`config.mk`:
```
export PLATFORM = sky130hd
export DESIGN_NAME = mem_port_arbiter
export DESIGN_NICKNAME = d
export VERILOG_FILES = /design/src/rtl/mem_arb_pkg.sv /design/src/rtl/mem_port_arbiter_arb_rr2.sv /design/src/rtl/mem_port_arbiter.sv
export SDC_FILE = /design/constraint.sdc
export NUM_CORES = 1
export LEC_CHECK = 0
export CAP_MARGIN = 20
export CORE_ASPECT_RATIO = 1.4
export CORE_MARGIN = 2
export CORE_UTILIZATION = 39
export CTS_CLUSTER_DIAMETER = 120
export DETAILED_ROUTE_END_ITERATION = 6
export GPL_ROUTABILITY_DRIVEN = 0
export PLACE_DENSITY = 0.92
export SLEW_MARGIN = 20
export SYNTH_ARGS = -nofsm -noshare
export SYNTH_HDL_FRONTEND = slang
export SYNTH_HIERARCHICAL = 1
export SYNTH_SLANG_ARGS = --single-unit
export TNS_END_PERCENT = 100
```
`constraint.sdc`:
```
create_clock -name clk -period 2.11 [get_ports clk]
set_input_delay 0.5275 -clock clk [delete_from_list [all_inputs] [get_ports clk]]
set_output_delay 0.5275 -clock clk [all_outputs]
set_load 0.01 [all_outputs]
```
`src/rtl/mem_arb_pkg.sv`:
```
// Shared types for the memory port arbiter.
// FSM state encoding and requester port indices.
package mem_arb_pkg;

   typedef enum logic [1:0] {
      IDLE,
      ISSUE,
      WAIT,
      RESP
   } state_t;

   localparam logic PORT_IF   = 1'b0;
   localparam logic PORT_DATA = 1'b1;

endpackage

```
`src/rtl/mem_port_arbiter_arb_rr2.sv`:
```
// Combinational two-way picker: single requester wins outright,
// ties go to the port not served last (or always port 1 in fixed mode).
module arb_rr2
   import mem_arb_pkg::*;
#(
   parameter bit FIXED_PRIO = 1'b0
) (
   input  logic req0,
   input  logic req1,
   input  logic last_grant,
   output logic grant_valid,
   output logic grant_idx
);

   always_comb begin
      grant_valid = req0 | req1;
      grant_idx   = PORT_IF;
      unique case (1'b1)
         (req0 && req1):  grant_idx = FIXED_PRIO ? PORT_DATA : ~last_grant;
         (req1 && !req0): grant_idx = PORT_DATA;
         default:         grant_idx = PORT_IF;
      endcase
   end

endmodule

```
`src/rtl/mem_port_arbiter.sv`:
```
// Two-port arbiter in front of a single-port fixed-latency memory.
// One access at a time: grant, issue, wait LAT-1 cycles, ack.
module mem_port_arbiter
   import mem_arb_pkg::*;
#(
   parameter int AW         = 32,
   parameter int DW         = 32,
   parameter int LAT        = 2,
   parameter bit FIXED_PRIO = 1'b0
) (
   input  logic          clk,
   input  logic          rst_n,
   input  logic          req0,
   input  logic          req1,
   input  logic [AW-1:0] addr0,
   input  logic [AW-1:0] addr1,
   input  logic [DW-1:0] wdata0,
   input  logic [DW-1:0] wdata1,
   input  logic          we0,
   input  logic          we1,
   output logic          ack0,
   output logic          ack1,
   output logic [DW-1:0] rdata,
   output logic          sel,
   output logic          mem_en,
   output logic          mem_we,
   output logic [AW-1:0] mem_addr,
   output logic [DW-1:0] mem_wdata,
   input  logic [DW-1:0] mem_rdata,
   output logic          busy
);

   localparam int CW = $clog2(LAT + 1);

   if (LAT < 1) begin : g_lat_chk
      $error("mem_port_arbiter: LAT must be >= 1");
   end

   state_t        st;
   logic [CW-1:0] cnt;
   logic          last_grant;
   logic          we_q;
   logic          gv;
   logic          gi;

   arb_rr2 #(
      .FIXED_PRIO(FIXED_PRIO)
   ) u_arb (
      .req0       (req0),
      .req1       (req1),
      .last_grant (last_grant),
      .grant_valid(gv),
      .grant_idx  (gi)
   );

   always_ff @(posedge clk or negedge rst_n) begin
      if (!rst_n) begin
         st         <= IDLE;
         cnt        <= '0;
         last_grant <= 1'b1;
         we_q       <= 1'b0;
         ack0       <= 1'b0;
         ack1       <= 1'b0;
         rdata      <= '0;
         sel        <= 1'b0;
         mem_en     <= 1'b0;
         mem_we     <= 1'b0;
         mem_addr   <= '0;
         mem_wdata  <= '0;
         busy       <= 1'b0;
      end else begin
         ack0   <= 1'b0;
         ack1   <= 1'b0;
         mem_en <= 1'b0;
         mem_we <= 1'b0;
         unique case (st)
            IDLE: begin
               if (gv) begin
                  sel        <= gi;
                  last_grant <= gi;
                  mem_addr   <= gi ? addr1 : addr0;
                  mem_wdata  <= gi ? wdata1 : wdata0;
                  mem_we     <= gi ? we1 : we0;
                  we_q       <= gi ? we1 : we0;
                  mem_en     <= 1'b1;
                  busy       <= 1'b1;
                  st         <= ISSUE;
               end
            end
            ISSUE: begin
               cnt <= CW'(LAT - 1);
               // Single-cycle memory: data is already valid this cycle
               if (LAT == 1) begin
                  if (!we_q) rdata <= mem_rdata;
                  ack0 <= ~sel;
                  ack1 <= sel;
                  st   <= RESP;
               end else begin
                  st <= WAIT;
               end
            end
            WAIT: begin
               cnt <= cnt - CW'(1);
               if (cnt == CW'(1)) begin
                  if (!we_q) rdata <= mem_rdata;
                  ack0 <= ~sel;
                  ack1 <= sel;
                  st   <= RESP;
               end
            end
            RESP: begin
               busy <= 1'b0;
               st   <= IDLE;
            end
         endcase
      end
   end

endmodule

```
==> results_dict.tcl <==
set metrics [dict create \
    max-slew-margin-rel 0.6289 \
    ys_ff_latch 108 \
    grt_pass1_wl_mm 21.94 \
    cpPeakStageDelay_ns 0.41 \
    hold_viol 0 \
    ys_seq_area_frac 0.5642 \
    status "complete, no violations" \
    critical_path_class "flip-flop to flip-flop" \
    htreeDepth 3 \
    p_leak_nw 3.621 \
    num-fill-cells 870 \
    dp_slack_ns 0.02063 \
    cts_root_buffer "clkbuf_16" \
    regToRegStartpoint "st[0]" \
    die_y_microns 135.2 \
    cts_sinks 108 \
    reg2reg_to "rdata[3]" \
    fin_skew_ns 0.01062 \
    power_density_mw_per_mm2 1328 \
    max-cap-violations 0 \
    grt_max_degree 109 \
    slew_viol_final 0 \
    cpMaxStageDelayCell "or2_2" \
    viasPerCell 4.931 \
    max_freq_ghz 0.5368 \
    crit_path_start "st[0]" \
    syn_area_sq_mm 0.004792 \
    clkTransAtPathRegs_ns 0.07 \
    fin_ws_ns 0.2471 \
    yosys_warnings 6 \
    cp-end-kind "flip-flop" \
    clock_path_buffers 2 \
    dieArea_sq_mm 0.01320 \
    hold_class "input pin to async pin" \
    die_w_microns 97.69 \
    clkLatencyLatePin_ns 0.34 \
    drt-total-wl_mm 13.82 \
    initial_utilization 0.4014 \
    core.rowCount 47 \
    drive_above_1_share 0.1090 \
    cts_setup_buffers 0 \
    worst_pin_slew_ns 0.5566 \
    grtUsageTotal 0.2107 \
    syn_area_per_cell_sq_um 12.13 \
    ant_nets 0 \
    cts_resized 0 \
    rrSetupSlack_ns 0.25 \
    dr_total_vias 4029 \
    hold_buffers 0 \
    area_growth_pct 66.79 \
    nets 836 \
    gr-total-overflow 0 \
    antenna_found_initial 0 \
    first_pass_iters 4 \
    crit_chain "inv_1 > ha_1 > nand2_2 > or2_2 > buf_12 > mux2_4" \
    ir_worst_vdd_uv 649.1 \
    crit_end "rdata[3]" \
    post-route-min-period_ns 1.863 \
    synthCells 395 \
    core-area_sq_mm 0.01194 \
    grt_pass1_vias 4357 \
    worstPathRequired_ns 2.33 \
    synth_nets 566 \
    grt_setup_unrepaired "false" \
    rr_worst_depth 6 \
    final_util 0.6695 \
    numCtsBuffers 9 \
    crit_fanout 25 \
    cts_tree "done" \
    hpwl_mm 10.99 \
    wl_per_cell_microns 16.92 \
    drc 0 \
    io_buffers 267 \
    antenna_cells 0 \
    period_share 0.8829 \
    setup_viol 0 \
    startpoint_type "flip-flop" \
    yosysUniqueCellTypes 26 \
    io_pins 268 \
    cp.arrival_ns 2.08 \
    setup_tns_ns 0 \
    drtIter0Drc 66 \
]
-- cells in the mapped netlist, drive strengths merged --
| cell | instances | area, sq um |
|---|---|---|
| clkbuf | 10 | 37.54 |
| and3 | 2 | 13.77 |
| dfstp | 1 | 26.28 |
| o21ai | 65 | 325.3 |
| nor2 | 1 | 3.750 |
| o2bb2ai | 1 | 8.760 |
| a21oi | 1 | 5.000 |
| inv | 6 | 22.52 |
| buf | 15 | 128.9 |
| nor2b | 1 | 6.260 |
| dfrtp | 107 | 2678 |
| mux2 | 34 | 495.5 |
| or2 | 2 | 12.51 |
| o32a | 1 | 10.01 |
| o21a | 1 | 7.510 |
| nand2 | 74 | 280.3 |
| a21boi | 1 | 7.510 |
| nand3 | 2 | 10.01 |
| ha | 5 | 62.56 |
| mux2i | 65 | 650.6 |
-- sequential cells by signal, indices dropped and copies added, names as in the netlist --
signal	count
mem_addr	32
mem_wdata	32
rdata	32
cnt	2
st	2
ack0	1
ack1	1
busy	1
last_grant	1
mem_en	1
mem_we	1
sel	1
we_q	1
-- stage by stage --
| stage | cell area (sq um) | total power [mW] | cells | hold WS [ns] |
|---|---|---|---|---|
| global route | 7993 | 11.30 | 817 | 0.2845 |
| global placement | 7714 | 8.851 | 801 | 0.4514 |
| finish | 7993 | 10.62 | 817 | 0.2430 |
| floorplan | 4792 | 6.201 | 395 | 0.2319 |
| detailed placement | 7714 | 9.123 | 801 | 0.4653 |
| CTS | 7993 | 10.74 | 817 | 0.2640 |
-- critical path: cells and delay by family (launching register included) --
| kind | cells | cell delay [ns] |
|---|---|---|
| mux | 1 | 0.31 |
| buf+inv | 2 | 0.35 |
| flops | 1 | 0.40 |
| fa+ha+maj | 1 | 0.20 |
| simple gates | 2 | 0.47 |
-- layout by cell type, fill, tap and decap left out, drive strengths merged, types with 2 or more instances in the layout --
cell type,count
o21ai,65
or2,2
clkinvlp,3
clkdlybuf4s50,266
clkbuf,11
nand2,74
buf,18
mux2,34
mux2i,65
ha,5
nand3,2
dfrtp,107
inv,7
and3,2
-- how the worst min path moves through the flow --
| stage | start | end | depth (start not counted) |
|---|---|---|---|
| 3_5_place_dp | sel | ack0 | 1 |
| 4_1_cts | rst_n | rdata[10] | 2 |
| 2_1_floorplan | rst_n | ack0 | 0 |
| 6_report | rst_n | rdata[31] | 2 |
| 3_3_place_gp | we_q | we_q | 2 |
| 5_1_grt | rst_n | rdata[20] | 2 |
-- cell type report --
type	instances	area, sq um	share of cell area
repair buffers	284	2885	0.3610
clock inverters	5	36.28	0.004540
flip-flops and latches	108	2704	0.3383
clock buffers	11	242.7	0.03037
well taps	147	183.9	0.02301
inverters	6	22.52	0.002818
multi-input cells	256	1918	0.2400
-- where the power goes --
group          leakage [nW]  total (mW)  switching, mW  internal [mW]
Sequential             1.31        3.68          0.582           3.10
Clock                 0.128        1.57          0.735          0.836
Combinational          2.18        5.36           2.21           3.15
-- per-layer routing --
metal | vias up | global-route usage | part of all wire | wire length, microns
met5 | - | 0 | 0 | 0
met4 | 0 | 0.08256 | 0.028 | 388
met3 | 32 | 0.05676 | 0.069 | 952
met2 | 197 | 0.3831 | 0.53 | 7372
met1 | 1905 | 0.2339 | 0.37 | 5111
li1 | 1895 | - | - | -
-- kinds of logic (layout without fill, tap and decap cells) --
kind of cell    Yosys count  in the layout  synth area share
simple gates             82             82           0.06815
buf+inv                  31            306           0.03943
flops                   108            108            0.5642
fa+ha+maj                 5              5           0.01305
mux                      99             99            0.2392
compound gates           70             70           0.07598
(Power assumes the default switching activity.)
